===== src/rtl/wb_trace_fifo.sv =====
// Write-back trace buffer: first-word-fall-through FIFO of {PC, data, seq} commits
// with a shared sequence space and a sticky overflow / saturating drop counter.
module wb_trace_fifo #(
   parameter int DEPTH  = 16,
   parameter int ADDR_W = 4,
   parameter int SEQ_W  = 16
) (
   input  logic              Clk,
   input  logic              Reset,
   input  logic              RegWriteCommand,
   input  logic [31:0]       WriteData,
   input  logic [31:0]       ProgramCount,
   input  logic              Pop,
   output logic              OutValid,
   output logic [31:0]       OutPC,
   output logic [31:0]       OutData,
   output logic [SEQ_W-1:0]  OutSeq,
   output logic [ADDR_W:0]   Count,
   output logic              Empty,
   output logic              Full,
   output logic              Overflow,
   output logic [7:0]        DropCount
);

   typedef enum logic [1:0] {ST_EMPTY, ST_PARTIAL, ST_FULL} occ_e;

   typedef struct packed {
      logic [31:0]      pc;
      logic [31:0]      data;
      logic [SEQ_W-1:0] seq;
   } entry_t;

   localparam logic [ADDR_W:0] DEPTH_C = (ADDR_W + 1)'(DEPTH);

   entry_t              mem_q [DEPTH];
   entry_t              head;
   occ_e                state_q;
   logic [ADDR_W-1:0]   wr_ptr_q, rd_ptr_q;
   logic [ADDR_W:0]     count_q, count_d;
   logic [SEQ_W-1:0]    seq_q;
   logic                overflow_q;
   logic [7:0]          drop_q;
   logic                pop_eff, push_ok, drop;

   always_comb begin
      // A full FIFO still accepts a commit when the same edge frees the head slot.
      pop_eff = Pop && (state_q != ST_EMPTY);
      push_ok = RegWriteCommand && ((state_q != ST_FULL) || pop_eff);
      drop    = RegWriteCommand && !push_ok;
      count_d = count_q;
      case ({push_ok, pop_eff})
         2'b10:   count_d = count_q + (ADDR_W + 1)'(1);
         2'b01:   count_d = count_q - (ADDR_W + 1)'(1);
         default: count_d = count_q;
      endcase
   end

   // NOTE: the storage array has no reset; its contents are only observed behind a valid pointer.
   always_ff @(posedge Clk) begin
      if (push_ok) mem_q[wr_ptr_q] <= '{pc: ProgramCount, data: WriteData, seq: seq_q};
   end

   always_ff @(posedge Clk or posedge Reset) begin
      if (Reset) begin
         state_q    <= ST_EMPTY;
         wr_ptr_q   <= '0;
         rd_ptr_q   <= '0;
         count_q    <= '0;
         seq_q      <= '0;
         overflow_q <= 1'b0;
         drop_q     <= '0;
      end else begin
         count_q <= count_d;
         if (push_ok) wr_ptr_q <= wr_ptr_q + ADDR_W'(1);
         if (pop_eff) rd_ptr_q <= rd_ptr_q + ADDR_W'(1);
         if (RegWriteCommand) seq_q <= seq_q + SEQ_W'(1);
         if (drop) begin
            overflow_q <= 1'b1;
            if (drop_q != 8'hFF) drop_q <= drop_q + 8'd1;
         end
         case (state_q)
            ST_EMPTY:   if (push_ok) state_q <= ST_PARTIAL;
            ST_PARTIAL: begin
               if (push_ok && !pop_eff && count_q == DEPTH_C - 1'b1) state_q <= ST_FULL;
               else if (pop_eff && !push_ok && count_q == (ADDR_W + 1)'(1)) state_q <= ST_EMPTY;
            end
            ST_FULL:    if (pop_eff && !push_ok) state_q <= ST_PARTIAL;
            default:    state_q <= ST_EMPTY;
         endcase
      end
   end

   assign head      = mem_q[rd_ptr_q];
   assign Empty     = (state_q == ST_EMPTY);
   assign Full      = (state_q == ST_FULL);
   assign OutValid  = !Empty;
   assign OutPC     = OutValid ? head.pc   : '0;
   assign OutData   = OutValid ? head.data : '0;
   assign OutSeq    = OutValid ? head.seq  : '0;
   assign Count     = count_q;
   assign Overflow  = overflow_q;
   assign DropCount = drop_q;

endmodule


===== config.mk =====
export PLATFORM = sky130hd
export DESIGN_NAME = wb_trace_fifo
export DESIGN_NICKNAME = d
export VERILOG_FILES = /design/src/rtl/wb_trace_fifo.sv
export SDC_FILE = /design/constraint.sdc
export NUM_CORES = 1
export LEC_CHECK = 0
export BUFFER_PORTS_ARGS = -buffer_cell sky130_fd_sc_hd__buf_2
export CORE_MARGIN = 1
export CORE_UTILIZATION = 39
export CTS_BUF_LIST = sky130_fd_sc_hd__clkbuf_8
export CTS_CLUSTER_SIZE = 30
export DETAILED_ROUTE_END_ITERATION = 16
export HOLD_SLACK_MARGIN = 0.03
export PLACE_DENSITY = 0.62
export RECOVER_POWER = 50
export SETUP_SLACK_MARGIN = 0.3
export SLEW_MARGIN = 20
export SYNTH_ARGS = -nofsm -noshare
export SYNTH_HDL_FRONTEND = slang
export SYNTH_SLANG_ARGS = --single-unit

===== constraint.sdc =====
create_clock -name Clk -period 9.25 [get_ports Clk]
set_clock_uncertainty 0.1 [all_clocks]
set_input_delay 0.4625 -clock Clk [delete_from_list [all_inputs] [get_ports Clk]]
set_output_delay 0.4625 -clock Clk [all_outputs]
set_load 0.03 [all_outputs]

==> impl_metrics.json, run 1 <==
{
  "status": "complete, but fails checks",
  "violations": "max-capacitance violations, max-slew violations",
  "remaining_drc_errors": 0,
  "cts.sinks": 1320,
  "rows": 132,
  "firstDrtPassIters": 7,
  "setup_viol": 0,
  "ys_ff_latch": 1320,
  "worst_slew_pin_slew_ps": 3226,
  "numPortBuffers": 164,
  "drt_iter0_drc": 2327,
  "coreArea_um2": 130100,
  "htreeDepth": 4,
  "fillCellCount": 11340,
  "synth_nets": 2926,
  "initial_utilization_pct": 39.55,
  "grt_usage_pct": 18.14,
  "grt_pass1_vias": 27180,
  "r2r-end": "rd_ptr_q[3]$_DFFE_PP0N_",
  "ant_nets": 0,
  "slowest_delay_ps": 2370,
  "cp.arrival_ps": 5750,
  "syn_area_um2": 51470,
  "reg2reg_slack_ps": 5610,
  "min-delay-path-class": "reg -> reg",
  "endpoint_kind": "output pin",
  "hold_viol_final": 0,
  "die-area_um2": 133400,
  "worst-setup-path-type": "reg -> out",
  "avgViaCountPerCell": 5.300,
  "fin_util_pct": 44.75,
  "insertion_delay_ps": 890,
  "drive_gt1_share_pct": 12.36,
  "synth_cell_types": 46,
  "crit_required_ps": 8690,
  "dp_hpwl_um": 59250,
  "numCtsBuffers": 207,
  "seq_area_frac_synth_pct": 76.62,
  "async_reset_ff_share_pct": 3.030,
  "crit_chain": "and2_0 -> buf_4 -> a22oi_1 -> nand2_1 -> o22ai_1 -> buf_2",
  "die_x_um": 365.3,
  "cts_tree": "yes",
  "reg2reg_depth": 3,
  "leakage_nw": 20.84,
  "setup_tns_ps": 0,
  "path_max_fanout": 65,
  "holdPathEnd": "Overflow$_DFFE_PP0P_",
  "vdd_drop_max_mv": 0.2921,
  "yosysWarnings": 0,
  "drv_slew": 82,
  "relSlewSlack_pct": -115.1,
  "pin_count": 165,
  "crit_path_start_kind": "register",
  "avgRoutedWirePerCell_um": 23.90,
  "drt-total-wl_um": 121300,
  "vias": 26910,
  "area_growth_syn_to_layout_pct": 13.14,
  "max_freq_ghz": 0.1584,
  "syn_avg_cell_area_um2": 18.08,
  "r2r-start": "rd_ptr_q[1]$_DFFE_PP0N_",
  "layout_min_cycle_time_ps": 6314,
  "antenna_found_initial": 8,
  "path_clk_slew_ps": 60,
  "root_buffer": "clkbuf_8",
  "synthCells": 2847,
  "period_share_pct": 68.26,
  "nets": 3257,
  "whs_path_depth": 1,
  "cp_slowest_cell": "and2_0",
  "power_density_nw_per_um2": 304.6,
  "cts_max_path_buffers": 3,
  "synth_flop_cell": "edfxtp_1",
  "min_from": "Overflow$_DFFE_PP0P_",
  "rsz0062_at_grt": "false",
  "grt_pass1_wl_um": 177700,
  "grt_start_max_net_pins": 145,
  "place_congestion": 0.7317,
  "synth_edf_count": 1280,
  "die_y_um": 365.3,
  "maxCapViolCount": 2,
  "gr-total-overflow": 0
}
[how the worst max path moves through the flow]
stage / from / to / slack, ps / depth (start not counted)
2_1_floorplan: RegWriteCommand / mem_q[3][0]$_DFFE_PP_ / 2060 / 5
3_3_place_gp: rd_ptr_q[1]$_DFFE_PP0N_ / OutSeq[9] / 4790 / 7
3_5_place_dp: rd_ptr_q[1]$_DFFE_PP0N_ / OutSeq[9] / 4770 / 7
4_1_cts: rd_ptr_q[1]$_DFFE_PP0N_ / OutSeq[9] / 3750 / 7
5_1_grt: rd_ptr_q[1]$_DFFE_PP0N_ / OutSeq[8] / 2580 / 6
6_report: rd_ptr_q[1]$_DFFE_PP0N_ / OutSeq[12] / 2940 / 6
[what timing repair did]
action,CTS,global route
hold buffers,68,0
hold endpoints to repair,1081,0
gates resized for setup,0,0
endpoints found under the setup margin,0,0
setup buffers,0,0
[Yosys cell counts, drive strengths merged, types with 2 or more instances]
cell type  instances  area share [%]
a22oi            320             4.7
and3               2           0.024
buf               88             1.4
clkbuf            76            0.75
dfrtp             40             1.9
edfxtp          1280              75
ha                11            0.27
inv               13           0.095
mux2               2           0.044
mux2i            641              12
nand2            185             1.3
nand2b             4           0.049
nand3              8           0.078
nand3b             2           0.029
nand4              5           0.061
nand4bb            2           0.044
nor2              24            0.18
nor2b              3           0.036
nor3               8           0.078
o21ai              7           0.075
o22ai             81            0.98
or2                3           0.036
xnor2             18            0.31
xor2              13            0.22
[metrics by stage]
stage	instance area (um2)	setup WS [ps]	hold slack (ps)	cells	power, mW
floorplan	51470	2061	358.9	2847	11.79
detailed placement	53990	4765	361.5	4643	13.49
CTS	58340	3752	151.8	5076	17.93
global route	58240	2583	357.8	5077	18.57
finish	58240	2936	378.7	5077	17.74
global placement	53970	4793	360.5	4642	13.45
[flip-flops by register name, summed over array words and instances (netlist names)]
register   count
DropCount      8
seq_q         16
Overflow       1
wr_ptr_q       4
Count          5
rd_ptr_q       4
mem_q       1280
state_q        2
[per-layer routing]
metal  GRT usage (%)  wire length (um)  vias up
met5               0                71        -
met4           4.734              2037       14
met3           4.025              7934      182
met2           29.02             58050      857
met1           25.01             53240    13810
li1                -                 -    12040
[logic make-up (layout without fill, tap and decap cells)]
group	Yosys count	count (layout)	share of synthesized area [%]
xor+xnor	31	31	0.5275
simple gates	251	251	2.054
compound gates	414	414	5.822
other cells	0	1	0
fa+ha+maj	11	11	0.2674
buf+inv	177	664	2.198
mux	643	643	12.51
flops	1320	1320	76.62
[layout make-up]
class	instances	area (um2)	share of cell area [%]
Clock buffer	210	2890	4.963
Tap cell	1742	2180	3.743
Clock inverter	155	782.0	1.343
Sequential cell	1320	39440	67.73
Inverter	13	48.80	0.08379
Timing Repair Buffer	286	1859	3.193
Multi-Input combinational cell	1350	11030	18.94
Antenna cell	1	2.502	0.004297
[power breakdown]
group	internal [mW]	switching [mW]
registers	7.27	0.278
logic	1.89	3.89
clock network	2.20	2.22
[cell usage in the layout (no fill, tap or decap), types with 4 or more instances in the layout]
cell type,instances
a22oi_1,320
buf_12,4
buf_2,86
buf_4,50
clkbuf_1,78
clkbuf_8,210
clkinv_1,56
clkinv_2,19
dfrtp_1,39
dlygate4sd3_1,68
edfxtp_1,1280
ha_1,11
inv_1,76
inv_6,5
mux2i_1,641
nand2_1,184
nand2b_1,4
nand3_1,8
nand4_1,5
nor2_1,11
nor2_4,13
nor3_1,4
nor3_2,4
o21ai_0,7
o22ai_1,81
xnor2_1,18
xor2_1,13
[critical path, delay by kind of cell (launching register included)]
| family | cells | cell delay [ps] |
|---|---|---|
| compound gates | 2 | 450 |
| buf+inv | 2 | 1400 |
| flops | 1 | 500 |
| simple gates | 2 | 2500 |
(Power assumes the default switching activity.)
==> run 2, diff against run 1 <==
PLACE_DENSITY = 0.64   (was 0.62)
clock period = 5.75 ns   (was 9.25 ns; I/O delays follow)
==> run 2 against run 1 <==
Compared with the run above: the flow still finishes with violations (max-capacitance violations, max-slew violations); routed wire length rose by 0.30%; die area is the same; sequential share of layout area is 0.43 points lower; via count rose by 0.42%; core utilization is 0.29 points higher; cell area up 0.64%; combinational power increased by 63%; non-clock buffer count is 13 higher; count of clock-buffer cells in the layout unchanged; critical path type unchanged; largest cell class unchanged; largest power group unchanged.
==> impl_metrics.json, run 2 (synthesized netlist as in run 1, its figures left out) <==
{
  "path_clk_slew_ps": 60,
  "crit_chain": "buf_4 -> buf_4 -> mux2i_1 -> a22oi_1 -> nand2_1 -> o22ai_1 -> buf_2",
  "cts_max_path_buffers": 3,
  "dp_hpwl_um": 59660,
  "nets": 3270,
  "grt_pass1_wl_um": 176900,
  "ant_nets": 0,
  "remaining_drc_errors": 0,
  "final.setup.worst_slack_ps": 1450,
  "slowest_delay_ps": 1030,
  "path_max_fanout": 45,
  "crit_buf_inv": 3,
  "leakage_nw": 21.04,
  "grt_pass1_vias": 26970,
  "route.met3.wl_um": 7533,
  "grt_start_max_net_pins": 126,
  "htreeDepth": 4,
  "root_buffer": "clkbuf_8",
  "cts_tree": "yes",
  "setup_viol": 0,
  "top_register": "mem_q",
  "reg2reg_slack_ps": 2480,
  "avgViaCountPerCell": 5.293,
  "crit_end": "OutData[17]",
  "vdd_drop_max_mv": 0.4731,
  "endpoint_kind": "output pin",
  "crit_required_ps": 5360,
  "fillCellCount": 11310,
  "period_share_pct": 74.78,
  "max_freq_ghz": 0.2326,
  "numPortBuffers": 164,
  "setup_tns_ps": 0,
  "place_congestion": 0.7417,
  "most-common-layout-cells": "1280 x edfxtp_1, 641 x mux2i_1, 320 x a22oi_1",
  "worst-setup-path-type": "reg -> out",
  "wl_met1_um": 53900,
  "r2r-start": "state_q[0]$_DFFE_PP0P_",
  "cp_slowest_cell": "dfrtp_4",
  "multi_input_area_um2": 11060,
  "hold_viol_final": 0,
  "power_density_nw_per_um2": 490.2,
  "r2r-end": "mem_q[12][16]$_DFFE_PP_",
  "path_depth": 7,
  "min-delay-path-class": "in -> reg",
  "cp_common_cell": "buf_4",
  "drv_slew": 41,
  "die-area_um2": 133400,
  "gr-total-overflow": 0,
  "instances_no_fill": 5105,
  "seqCellArea_um2": 39440,
  "startpoint": "rd_ptr_q[0]$_DFFE_PP0N_",
  "die_y_um": 365.3,
  "relSlewSlack_pct": -60.75,
  "area_growth_syn_to_layout_pct": 13.87,
  "mostFrequentLayoutCell": "edfxtp_1",
  "die_x_um": 365.3,
  "insertion_delay_ps": 910,
  "largest_register_ffs": 1280,
  "top_layer_used": "met5",
  "drt-total-wl_um": 121700,
  "cts.sinks": 1320,
  "wl_met2_um": 57670,
  "drt_iter0_drc": 2323,
  "maxCapViolCount": 1,
  "coreArea_um2": 130100,
  "initial_utilization_pct": 39.55,
  "status": "complete, but fails checks",
  "worst_slew_pin_slew_ps": 2411,
  "post-place-ws_ps": 2397,
  "crit_family": "buffers and inverters",
  "layout_min_cycle_time_ps": 4300,
  "reg2reg_depth": 5,
  "rows": 132,
  "pin_count": 165,
  "avgRoutedWirePerCell_um": 23.84,
  "dp.cells": 4655,
  "vias": 27020,
  "rsz0062_at_grt": "false",
  "antenna_found_initial": 7,
  "grt_usage_pct": 18.09,
  "crit_path_start_kind": "register",
  "violations": "max-capacitance violations, max-slew violations",
  "firstDrtPassIters": 6,
  "cp.arrival_ps": 3910,
  "drive_gt1_share_pct": 12.86,
  "numCtsBuffers": 207
}
## run 2: cell types whose count changed in the layout (fill, tap and decap cells not counted), sizes merged
cell / before / now
clkinvlp: 2 / 5
inv: 86 / 94
buf: 140 / 151
clkbuf: 288 / 289
bufinv: 3 / 4
diode: 1 / 4
dlygate4sd3: 68 / 69
## run 2: per-stage QoR
stage / hold WS, ps / power (mW) / utilization (%) / area, um2
5_1_grt: 204.8 / 30.01 / 45.03 / 58610
3_5_place_dp: 354.5 / 21.81 / 41.72 / 54300
6_report: 233.0 / 28.73 / 45.03 / 58610
2_1_floorplan: 286.4 / 18.96 / - / 51490
4_1_cts: 92.39 / 28.99 / 45.11 / 58710
3_3_place_gp: 354.0 / 21.72 / 41.70 / 54270
## run 2: per-layer routing
layer / GRT usage [%] / vias to the layer above
met2: 28.83 / 845
met5: 0 / -
met4: 5.464 / 8
met3: 3.908 / 203
met1: 24.80 / 13880
li1: - / 12080
## run 2: where the power goes
group	total, mW	switching (mW)	internal, mW
registers	12.2	0.485	11.7
logic	9.41	6.31	3.10
clock network	7.15	3.57	3.57
## run 2: repair_timing
item / 4_1_cts / 5_1_grt
hold buffers: 69 / 0
resized for setup: 0 / 0
endpoints found under the hold margin: 1093 / 0
setup buffers: 0 / 0
endpoints found under the setup margin: 0 / 0
## run 2: area by class of cell
type                    instances  area share [%]
flip-flops and latches       1320           67.30
multi-input cells            1350           18.87
clock buffers                 210           4.931
well taps                    1742           3.719
repair buffers                299           3.670
clock inverters               167           1.415
inverters                      13         0.08326
diodes                          4         0.01708
## run 2: how the worst min path moves through the flow
stage	from	to	slack [ps]	cells past startpoint
after CTS	WriteData[14]	mem_q[13][30]$_DFFE_PP_	90	2
after global routing	Pop	state_q[0]$_DFFE_PP0P_	200	4
final	RegWriteCommand	seq_q[0]$_DFFE_PP0P_	230	3
after global placement	Overflow$_DFFE_PP0P_	Overflow$_DFFE_PP0P_	350	1
after floorplan	WriteData[0]	mem_q[0][16]$_DFFE_PP_	290	0
after detailed placement	Overflow$_DFFE_PP0P_	Overflow$_DFFE_PP0P_	350	1
## run 2: worst register-to-register path: cells and delay by family (launching register included)
kind | cells | cell delay (ps)
buffers and inverters | 1 | 550
flip-flops | 1 | 430
AND/OR/NAND/NOR | 3 | 1340
AO/OA/AOI/OAI | 1 | 390
